**config.mk**
```make
export PLATFORM = sky130hd
export DESIGN_NAME = floor_stepper_flat
export DESIGN_NICKNAME = d
export VERILOG_FILES = /design/src/rtl/floor_stepper_if.sv /design/src/rtl/floor_stepper.sv /design/src/flat_wrapper.sv
export SDC_FILE = /design/constraint.sdc
export NUM_CORES = 1
export LEC_CHECK = 0
export CORE_ASPECT_RATIO = 0.7
export CORE_MARGIN = 2
export CORE_UTILIZATION = 55
export DETAILED_ROUTE_END_ITERATION = 7
export GPL_TIMING_DRIVEN = 0
export PLACE_DENSITY_LB_ADDON = 0.2
export SLEW_MARGIN = 30
export SYNTH_ARGS = -nofsm -noshare
export SYNTH_HDL_FRONTEND = slang
export SYNTH_SLANG_ARGS = --single-unit
```
**constraint.sdc**
```tcl
create_clock -name clk -period 4.6 [get_ports clk]
set_input_delay 0.46 -clock clk [delete_from_list [all_inputs] [get_ports clk]]
set_output_delay 0.46 -clock clk [all_outputs]
set_load 0.005 [all_outputs]
```
**src/rtl/floor_stepper_if.sv**
```systemverilog
// Request handshake between the scheduler and the floor stepper.
interface floor_stepper_if;
  logic       req_valid;
  logic [2:0] req_floor;
  logic       req_ready;

  modport master (output req_valid, output req_floor, input req_ready);
  modport slave  (input req_valid, input req_floor, output req_ready);
endinterface

```
**src/rtl/floor_stepper.sv**
```systemverilog
// Elevator car position generator: accepts a target floor, steps the car one
// floor per TICKS_PER_FLOOR cycles, holds the door open for DOOR_TICKS cycles,
// and drives a 7-bit thermometer floor vector for the floor-number display.
module floor_stepper #(
  parameter int TOP_FLOOR       = 6,
  parameter int TICKS_PER_FLOOR = 50,
  parameter int DOOR_TICKS      = 100
) (
  input  logic              clk,
  input  logic              reset_n,
  floor_stepper_if.slave    req,
  output logic [6:0]        floor,
  output logic              moving_up,
  output logic              moving_down,
  output logic              door_open,
  output logic              arrived
);

  localparam int CNT_MAX = (TICKS_PER_FLOOR > DOOR_TICKS) ? TICKS_PER_FLOOR : DOOR_TICKS;
  localparam int CNT_W   = (CNT_MAX > 1) ? $clog2(CNT_MAX) : 1;

  localparam logic [2:0]       TOP_F     = 3'(TOP_FLOOR);
  localparam logic [CNT_W-1:0] STEP_LAST = CNT_W'(TICKS_PER_FLOOR - 1);
  localparam logic [CNT_W-1:0] DOOR_LAST = CNT_W'(DOOR_TICKS - 1);

  typedef enum logic [1:0] {IDLE, MOVE_UP, MOVE_DOWN, DOOR} state_t;

  state_t           state, state_nx;
  logic [CNT_W-1:0] cnt, cnt_nx;
  logic [6:0]       floor_nx;
  logic [2:0]       target, target_nx;
  logic             arrived_nx;
  logic [2:0]       cur;
  logic [2:0]       req_clamped;

  // Floor index of a thermometer code is simply its number of set bits.
  function automatic logic [2:0] popcount(input logic [6:0] v);
    logic [2:0] n;
    n = '0;
    for (int i = 0; i < 7; i++) n = n + 3'(v[i]);
    return n;
  endfunction

  // Requests above the top floor are served as the top floor.
  function automatic logic [2:0] clamp_floor(input logic [2:0] f);
    return (f > TOP_F) ? TOP_F : f;
  endfunction

  assign cur         = popcount(floor);
  assign req_clamped = clamp_floor(req.req_floor);

  // Next-state logic: request accept, per-floor stepping, arrival and door dwell.
  always_comb begin
    state_nx   = state;
    cnt_nx     = cnt;
    floor_nx   = floor;
    target_nx  = target;
    arrived_nx = 1'b0;
    unique case (state)
      IDLE: begin
        if (req.req_valid) begin
          target_nx = req_clamped;
          cnt_nx    = '0;
          if (req_clamped > cur) begin
            state_nx = MOVE_UP;
          end else if (req_clamped < cur) begin
            state_nx = MOVE_DOWN;
          end else begin
            state_nx   = DOOR;
            arrived_nx = 1'b1;
          end
        end
      end
      MOVE_UP: begin
        if (cnt == STEP_LAST) begin
          cnt_nx = '0;
          // Top-floor guard keeps the code inside the shaft even if target were corrupt.
          if (cur < TOP_F) floor_nx = {floor[5:0], 1'b1};
          if (cur + 3'd1 >= target || cur >= TOP_F) begin
            state_nx   = DOOR;
            arrived_nx = 1'b1;
          end
        end else begin
          cnt_nx = cnt + 1'b1;
        end
      end
      MOVE_DOWN: begin
        if (cnt == STEP_LAST) begin
          cnt_nx = '0;
          if (cur != 3'd0) floor_nx = {1'b0, floor[6:1]};
          if (cur <= target + 3'd1) begin
            state_nx   = DOOR;
            arrived_nx = 1'b1;
          end
        end else begin
          cnt_nx = cnt + 1'b1;
        end
      end
      DOOR: begin
        if (cnt == DOOR_LAST) begin
          cnt_nx   = '0;
          state_nx = IDLE;
        end else begin
          cnt_nx = cnt + 1'b1;
        end
      end
      default: begin
        state_nx = IDLE;
        cnt_nx   = '0;
      end
    endcase
  end

  // State register; reset abandons any trip and returns the car to floor 0.
  always_ff @(posedge clk or negedge reset_n) begin
    if (!reset_n) begin
      state   <= IDLE;
      cnt     <= '0;
      floor   <= '0;
      target  <= '0;
      arrived <= 1'b0;
    end else begin
      state   <= state_nx;
      cnt     <= cnt_nx;
      floor   <= floor_nx;
      target  <= target_nx;
      arrived <= arrived_nx;
    end
  end

  assign req.req_ready = (state == IDLE);
  assign moving_up     = (state == MOVE_UP);
  assign moving_down   = (state == MOVE_DOWN);
  assign door_open     = (state == DOOR);

endmodule

```
**src/flat_wrapper.sv**
```systemverilog
// flat-port wrapper written by rule: the top's interface ports become plain ports
module floor_stepper_flat 
#(
  parameter int TOP_FLOOR       = 6,
  parameter int TICKS_PER_FLOOR = 50,
  parameter int DOOR_TICKS      = 100
)
  (clk, reset_n, floor, moving_up, moving_down, door_open, arrived, req_req_valid, req_req_floor, req_req_ready);
  floor_stepper_if req_i ();
  input  logic clk;
  input  logic reset_n;
  output logic [6:0] floor;
  output logic moving_up;
  output logic moving_down;
  output logic door_open;
  output logic arrived;
  input wire logic [$bits(req_i.req_valid)-1:0] req_req_valid;
  input wire logic [$bits(req_i.req_floor)-1:0] req_req_floor;
  output wire logic [$bits(req_i.req_ready)-1:0] req_req_ready;
  assign req_i.req_valid = req_req_valid;
  assign req_i.req_floor = req_req_floor;
  assign req_req_ready = req_i.req_ready;
  floor_stepper #(.TOP_FLOOR(TOP_FLOOR), .TICKS_PER_FLOOR(TICKS_PER_FLOOR), .DOOR_TICKS(DOOR_TICKS)) u_core (.clk(clk), .reset_n(reset_n), .req(req_i), .floor(floor), .moving_up(moving_up), .moving_down(moving_down), .door_open(door_open), .arrived(arrived));
endmodule
```
-- Yosys cells after proc, flatten, opt, wreduce, memory -nomap -nowiden
Index checks and enable logic that the tools add are counted.
- flip-flop bits (word level): 20
- latch bits: 0
- memory bits (writable): 0
- bits in read-only memories: 0
- bits of input ports: 6
- output and inout bits: 12
- memories: 0
- add/subtract/negate cells: 9
- $mul: 0
- divide/modulo/power cells: 0
- magnitude comparators: 7
- equality and inequality tests: 13
- shift-type cells: 0
- multiplexer cells: 27
- bitwise operators: 0
- reduce and logical (&&, ||, !) cells: 8
- operator list (kind ; count):
    2-to-1 mux 7 bit ; 7
    case mux 7 bit (3 select lines) ; 1
    adder 3 x 1 -> 3 bit ; 5
    2-to-1 mux 2 bit ; 7
    inequality test 2 x 1 -> 1 bit, second input constant ; 7
    case mux 7 bit (2 select lines) ; 1
    2-to-1 mux 1 bit ; 8
    case mux 2 bit (4 select lines) ; 1
    adder 7 x 1 -> 7 bit, second input constant ; 1
    equality test 7 x 6 -> 1 bit, second input constant ; 1
    equality test 7 bit, second input constant ; 1
    adder 3 x 1 -> 3 bit, second input constant ; 2
    AND reduction 6 bit ; 1
    AND reduction 5 bit ; 1
    equality test 2 bit, second input constant ; 2
    greater-or-equal comparator 3 bit ; 1
    greater-or-equal comparator 3 bit, second input constant ; 1
    greater-than comparator 3 bit ; 1
    greater-than comparator 3 bit, second input constant ; 1
    less-or-equal comparator 3 bit ; 1
    less-than comparator 3 bit ; 1
    less-than comparator 3 bit, second input constant ; 1
    2-to-1 mux 3 bit ; 1
    case mux 1 bit (3 select lines) ; 1
    9 further kinds ; 9

-- Depth between registers and ports, before layout
Gate-level depths: netlist of run 1.
- depth after elaboration: 12
- depth in mapped cells: 17
- depth with buffers taken out: 17

-- Worst setup path before layout of run 1
Ideal clock, no wire load.
- path kind: reg-to-reg
- from: register u_core.floor[1]
- to: register u_core.state[0]
- setup time: 78 ps
- data arrival time: 3999 ps
- required time: 4522 ps
- path slack: 524 ps
- cell stages (with the launch flop): 18
- path buffers: 0
- clock period less this slack: 4076 ps
- cells stage by stage: dfrtp_1 ha_1 inv_1 fa_1 fa_1 inv_1 ha_1 inv_1 fa_1 inv_1 ha_1 xnor2_1 ha_1 o21ai_0 a21o_1 and3_1 or4_4 o2bb2ai_1
- word-level cells in the longest chain between the ends: 11
- elaborated cells between the ends (all ways): 20
- those cells by class: add/sub: 7; order compare: 5; eq/ne: 2; mux: 4; reduce/logical: 2
- RTL lines (what ; line ; text):
    start, declared ; floor_stepper.sv:12 ; output logic [6:0] floor,
    start signal, assigned ; floor_stepper.sv:125 ; floor <= floor_nx;
    adder 1 x 1 -> 2 bit * ; floor_stepper.sv:40 ; for (int i = 0; i < 7; i++) n = n + 3'(v[i]);
    adder 3 x 1 -> 3 bit * (5 in a row) ; floor_stepper.sv:40 ;
    adder 3 x 1 -> 3 bit / less-than comparator 3 bit (equally long branches) ; floor_stepper.sv:79, floor_stepper.sv:66 ;
    greater-or-equal comparator 3 bit / 2-to-1 mux 1 bit (equally long branches) ; floor_stepper.sv:79, floor_stepper.sv:66 ;
    logical OR 1 bit / 2-to-1 mux 2 bit (equally long branches) ; floor_stepper.sv:79, floor_stepper.sv:64 ;
    inequality test 2 x 1 -> 1 bit (no source line) / 2-to-1 mux 2 bit (equally long branches) ; n/a ;
    AND reduction 6 bit (no source line) / case mux 2 bit (4 select lines) (equally long branches) ; n/a ;
    end signal, assigned ; floor_stepper.sv:123 ; state <= state_nx;
    end, declared ; floor_stepper.sv:28 ; state_t state, state_nx;
Every way passes the cells marked *; elsewhere a longest branch is shown, timed or not. The select of a mux whose other input is x is not followed.
A chain may end at the register's enable or synchronous reset.

-- Final worst setup path of run 1
Ends and elaborated chain as after synthesis.

==> results.yml, run 1 <==
status:
  run_status: "complete, no violations"
detailed_routing:
  drc: 0
  first_pass_iters: 4
  detail_route.wl_per_cell_um: 14.5
  first_iter_violations: 62
  ant_nets: 0
  route.vias.total: 1224
  routed_wl_um: 3140
  vias_per_cell: 5.64
clock_tree:
  h-tree-depth: 1
  post_cts_buffers: 0
  cts_buffers: 3
  cts_tree: "built"
  cts_root_buffer: "clkbuf_8"
  worstSkewPairLatency_ns: 0.26
  clockBufferDepth: 2
  cts.sinks: 20
  path_clk_slew_ns: 0.07
  cts_hold_buffers: 0
grt:
  grt_antenna_before_repair: 0
  grt_usage: 0.228
  grt_pass1_vias: 1116
  grt-ovfl-total: 0
  grt_pass1_wl_um: 5290
  grt_start_max_net_pins: 21
timing:
  fmax_ghz: 0.227
  finalSetupViolations: 0
  drv_slew: 0
  slew_headroom: 0.702
  max_slew.worst_pin.slew_ns: 0.447
  fin_crit_ns: 4.41
  hold_viol_final: 0
  clock_skew_ns: 0.00370
  post-route-period-util: 0.958
floorplan:
  pin_count: 18
  dieArea_um2: 3200
  die_height_um: 48.0
  start_util: 0.600
  die_w_um: 66.8
  rows: 15
  core_area_um2: 2530
placement:
  routabilityCongestion: 0.811
  port_buffers: 17
  dp_hpwl_um: 2540
synthesis:
  yosys_warnings: 0
  syn_inst: 162
  yosysUniqueCellTypes: 41
  synth_top_area_cell: "dfrtp_1"
  synth_top_area_frac: 0.329
  yosysSeqAreaShare: 0.329
  synth_area_leaders: "dfrtp_1 (33%), ha_1 (17%), inv_1 (5.7%)"
  syn_nets: 192
  ys_ff_latch: 20
  syn-cell-area_um2: 1520
  avgSynthCellArea_um2: 9.38
finish:
  area_growth_pct: 18.1
  layout_common_cells: "inv_1 (23), ha_1 (21), dfrtp_1 (20)"
  nets: 214
  diodes: 0
  final_common_cell: "inv_1"
  drive_gt1_frac: 0.104
  final_core_util: 0.708
critical_path:
  rrSetupSlack_ns: 0.19
  worstPathMaxFanout: 5
  cp_slowest_cell: "fa_1"
  path_cells: "ha_1 > inv_1 > fa_1 > fa_1 > inv_1 > ha_1 > inv_1 > fa_1 > inv_1 > ha_1 > xnor2_1 > ha_1 > o21ai_0 > a21o_1 > and3_1 > or4_4 > o2bb2ai_1"
  path_class: "flop to flop"
  r2r_start: "u_core.floor[1]"
  endpoint_kind: "flop"
  crit_family: "adder cells"
  worstRegToRegCells: 17
  crit_path_max_incr_delay_ns: 0.55
  crit_buf_inv: 4
  crit_arrival_ns: 4.60
  start_kind: "flop"
  worstReg2RegEnd: "u_core.state[0]"
  cp.required_ns: 4.79
worst_hold_path:
  hp-class: "input pin to asynchronous set/reset pin"
flow_run:
  cap_viol_max_count: 0
==> worst register-to-register path: stages (launching register included) <==
cell and delay (ns):
dfrtp_1 0.42, ha_1 0.30, inv_1 0.05, fa_1 0.49, fa_1 0.43, inv_1 0.07, ha_1 0.13, inv_1 0.05
fa_1 0.55, inv_1 0.12, ha_1 0.22, xnor2_1 0.13, ha_1 0.29, o21ai_0 0.08, a21o_1 0.19, and3_1 0.20
or4_4 0.48, o2bb2ai_1 0.14
==> flip-flops by register name (all words and copies together) (netlist names) <==
register,count
u_core.cnt,7
u_core.floor,7
u_core.state,2
u_core.arrived,1
u_core.target,3
==> through the flow <==
step	hold slack (ns)	setup TNS [ns]	setup WS (ns)	cells	area, um2
floorplan	0.164	0	0.524	162	1520
global placement	0.495	0	0.304	213	1730
detailed placement	0.525	0	0.256	213	1730
CTS	0.534	0	0.210	217	1790
global route	0.163	-0.00306	-0.00306	217	1790
finish	0.132	0	0.192	217	1790
==> how the worst max path moves through the flow <==
stage | from | to | slack (ns) | depth (start not counted)
detailed placement | u_core.floor[1] | u_core.state[0] | 0.26 | 17
global route | u_core.floor[1] | u_core.state[0] | -0.003 | 17
CTS | u_core.floor[1] | u_core.state[0] | 0.21 | 17
finish | u_core.floor[1] | u_core.state[0] | 0.19 | 17
global placement | u_core.floor[1] | u_core.state[0] | 0.30 | 17
floorplan | u_core.floor[1] | u_core.state[0] | 0.52 | 17
==> kinds of logic (layout without fill, tap and decap cells) <==
logic type	Yosys count	after routing	share of synthesized area
AO/OA/AOI/OAI	41	41	0.171
AND/OR/NAND/NOR	38	38	0.139
buffers and inverters	28	49	0.0766
adder cells (fa/ha/maj)	24	24	0.213
flip-flops	20	20	0.329
multiplexers	8	8	0.0544
XOR/XNOR	3	3	0.0173
==> what timing repair did <==
| action | CTS | global route |
|---|---|---|
| hold endpoints to repair | 0 | 0 |
| endpoints found under the setup margin | 0 | 2 |
| gates resized for setup | 0 | 2 |
==> routing by layer <==
metal / up-vias / global-route usage / routed length, um
li1: 609 / - / -
met1: 571 / 0.332 / 1660
met2: 33 / 0.328 / 1260
met3: 11 / 0.0588 / 148
met4: 0 / 0.0898 / 80
met5: - / 0 / 0
==> area by class of cell <==
type                    instances  area (um2)
multi-input cells             114         915
fillers                       198         739
repair buffers                 17         165
plain buffers                   5        30.0
well taps                      34        42.5
flip-flops and latches         20         500
clock buffers                   4        55.1
inverters                      23        86.3
==> cells in the mapped netlist <==
cell and count:
inv_1 23, ha_1 21, dfrtp_1 20, nand2_1 13, o21ai_0 12, a21oi_1 7
nor2_1 7, mux2i_1 6, a31oi_1 5, clkbuf_1 3, fa_1 3, nand3_1 3
o2bb2ai_1 3, o31ai_1 3, xnor2_1 3, and3_1 2, mux2_2 2, nand2b_1 2
o21ai_1 2, a211oi_1 1, a21o_1 1, a22o_1 1, a31o_2 1, a32o_1 1
a41oi_1 1, and3_2 1, buf_2 1, clkbuf_8 1, nand4_1 1, nand4b_1 1
nor2_4 1, nor2b_1 1, nor3b_1 1, o211ai_1 1, o21ai_2 1, o22ai_1 1
or2_2 1, or2b_4 1, or3_1 1, or4_4 1, or4b_4 1
Power of run 1 is left out: the tool's default activity adds up to more than one toggle a clock period on the data nets, which glitch-free logic cannot reach.
==> inputs of run 2 (changes only) <==
GPL_TIMING_DRIVEN = 1   (was 0)
==> run 2 against run 1 <==
- via count shrank 1.7%
- clock skew grew 0.0042 ns
- global-route usage shrank 0.38 points
- first-iteration DRC count shrank 3.2%
- final cell count shrank 2.3%
- utilization shrank 1.0 points
- critical path depth is the same
- highest routed layer unchanged
==> results.yml, run 2 (synthesis gave the netlist of run 1 again) <==
clock_tree:
  cts_root_buffer: "clkbuf_8"
  post_cts_buffers: 0
  cts_hold_buffers: 0
  cts_resized: 0
  cts.sinks: 20
  clockBufferDepth: 2
  worstSkewPairLatency_ns: 0.27
  cts_tree: "built"
  h-tree-depth: 1
  path_clk_slew_ns: 0.08
  cts_buffers: 3
timing:
  slew_headroom: 0.485
  drv_slew: 0
  rsz0062_at_grt: "no"
  post-route-period-util: 0.947
  fmax_ghz: 0.230
  finalSetupTns_ns: 0
  max_slew.worst_pin.slew_ns: 0.768
  finalSetupViolations: 0
  hold_viol_final: 0
  fin_crit_ns: 4.36
  clock_skew_ns: 0.00785
placement:
  routabilityCongestion: 0.818
  dp_hpwl_um: 2450
  port_buffers: 17
finish:
  reg.largest.list: "u_core.cnt: 7 flops, u_core.floor: 7 flops, u_core.target: 3 flops"
  layout_common_cells: "inv_1 (23), ha_1 (21), dfrtp_1 (20)"
  drive_gt1_frac: 0.0843
  diodes: 0
  final_common_cell: "inv_1"
  area_growth_pct: 16.4
  nets: 209
floorplan:
  die_height_um: 48.0
  start_util: 0.600
  dieArea_um2: 3200
  die_w_um: 66.8
  core_area_um2: 2530
  pin_count: 18
  rows: 15
grt:
  grt_usage: 0.225
  grt-ovfl-total: 0
  grt_pass1_wl_um: 5170
  grt_start_max_net_pins: 21
  grt_antenna_before_repair: 0
  grt_pass1_vias: 1110
critical_path:
  crit_buf_inv: 4
  crit_arrival_ns: 4.56
  path_class: "flop to flop"
  path_cells: "ha_1 > inv_1 > fa_1 > fa_1 > inv_1 > ha_1 > inv_1 > fa_1 > xnor2_1 > inv_1 > xnor2_1 > ha_1 > o21ai_0 > a21o_1 > and3_1 > or4_4 > o2bb2ai_1"
  crit_path_max_incr_delay_ns: 0.49
  cp_slowest_cell: "fa_1"
  cp.required_ns: 4.80
  worstPathMaxFanout: 5
  crit_family: "adder cells"
  start_kind: "flop"
  endpoint_kind: "flop"
  cp_common_cell: "inv_1"
detailed_routing:
  route.vias.total: 1203
  routed_wl_um: 3060
  vias_per_cell: 5.67
  first_iter_violations: 60
  ant_nets: 0
  first_pass_iters: 4
  detail_route.wl_per_cell_um: 14.4
  drc: 0
flow_run:
  cap_viol_max_count: 0
worst_hold_path:
  hp-class: "input pin to asynchronous set/reset pin"
status:
  run_status: "complete, no violations"
-- run 2: final timing paths --
path,to,depth (start not counted),startpoint,slack [ns]
setup reg to reg,u_core.state[0],17,u_core.floor[1],0.24
hold / removal,u_core.cnt[4],1,reset_n,0.13
min in group clk,u_core.cnt[6],1,u_core.cnt[6],0.53
setup / recovery,u_core.state[0],17,u_core.floor[1],0.24
max in group asynchronous,u_core.cnt[2],1,reset_n,4.15
hold reg to reg,u_core.cnt[6],1,u_core.cnt[6],0.53
-- run 2: area by class of cell --
| class | count | area (um2) |
|---|---|---|
| timing repair buffer | 17 | 165 |
| sequential | 20 | 500 |
| clock buffer | 3 | 41.3 |
| inverter | 23 | 86.3 |
| clock inverter | 1 | 30.0 |
| tap | 34 | 42.5 |
| fill | 194 | 766 |
| multi-input combinational | 114 | 902 |
-- run 2: metrics by stage --
| stage | worst slack (ns) | util | std cells | hold slack [ns] | cell area (um2) |
|---|---|---|---|---|---|
| 4_1_cts | 0.279 | 0.700 | 212 | 0.523 | 1770 |
| 5_1_grt | 0.0261 | 0.698 | 212 | 0.158 | 1770 |
| 3_3_place_gp | 0.414 | 0.672 | 208 | 0.496 | 1700 |
| 3_5_place_dp | 0.274 | 0.672 | 208 | 0.510 | 1700 |
| 2_1_floorplan | 0.524 | - | 162 | 0.164 | 1520 |
| 6_report | 0.244 | 0.698 | 212 | 0.135 | 1770 |
-- run 2: worst register-to-register path, delay by kind of cell, from the launching register on --
| family | cells | cell delay [ns] |
|---|---|---|
| buf+inv | 4 | 0.32 |
| xor+xnor | 2 | 0.53 |
| compound gates | 3 | 0.39 |
| fa+ha+maj | 6 | 1.95 |
| flops | 1 | 0.42 |
| simple gates | 2 | 0.67 |
-- run 2: layer usage --
metal  vias to the layer above  track usage  share of wire
met4                         0       0.0531         0.0069
met5                         -            0              0
met1                       574        0.335           0.52
li1                        593            -              -
met3                         3       0.0565          0.056
met2                        33        0.328           0.42
Power of run 2 is left out for the same reason.
==> inputs of run 3 (changes only) <==
ABC_CLOCK_PERIOD_IN_PS = 4600   (was default)
CTS_CLUSTER_DIAMETER = 30   (was default)
SKIP_CTS_REPAIR_TIMING = 1   (was default)
==> results of run 3 <==
Final layout, timing and power as in run 2 (identical DEF).
Power of run 3 is left out for the same reason.
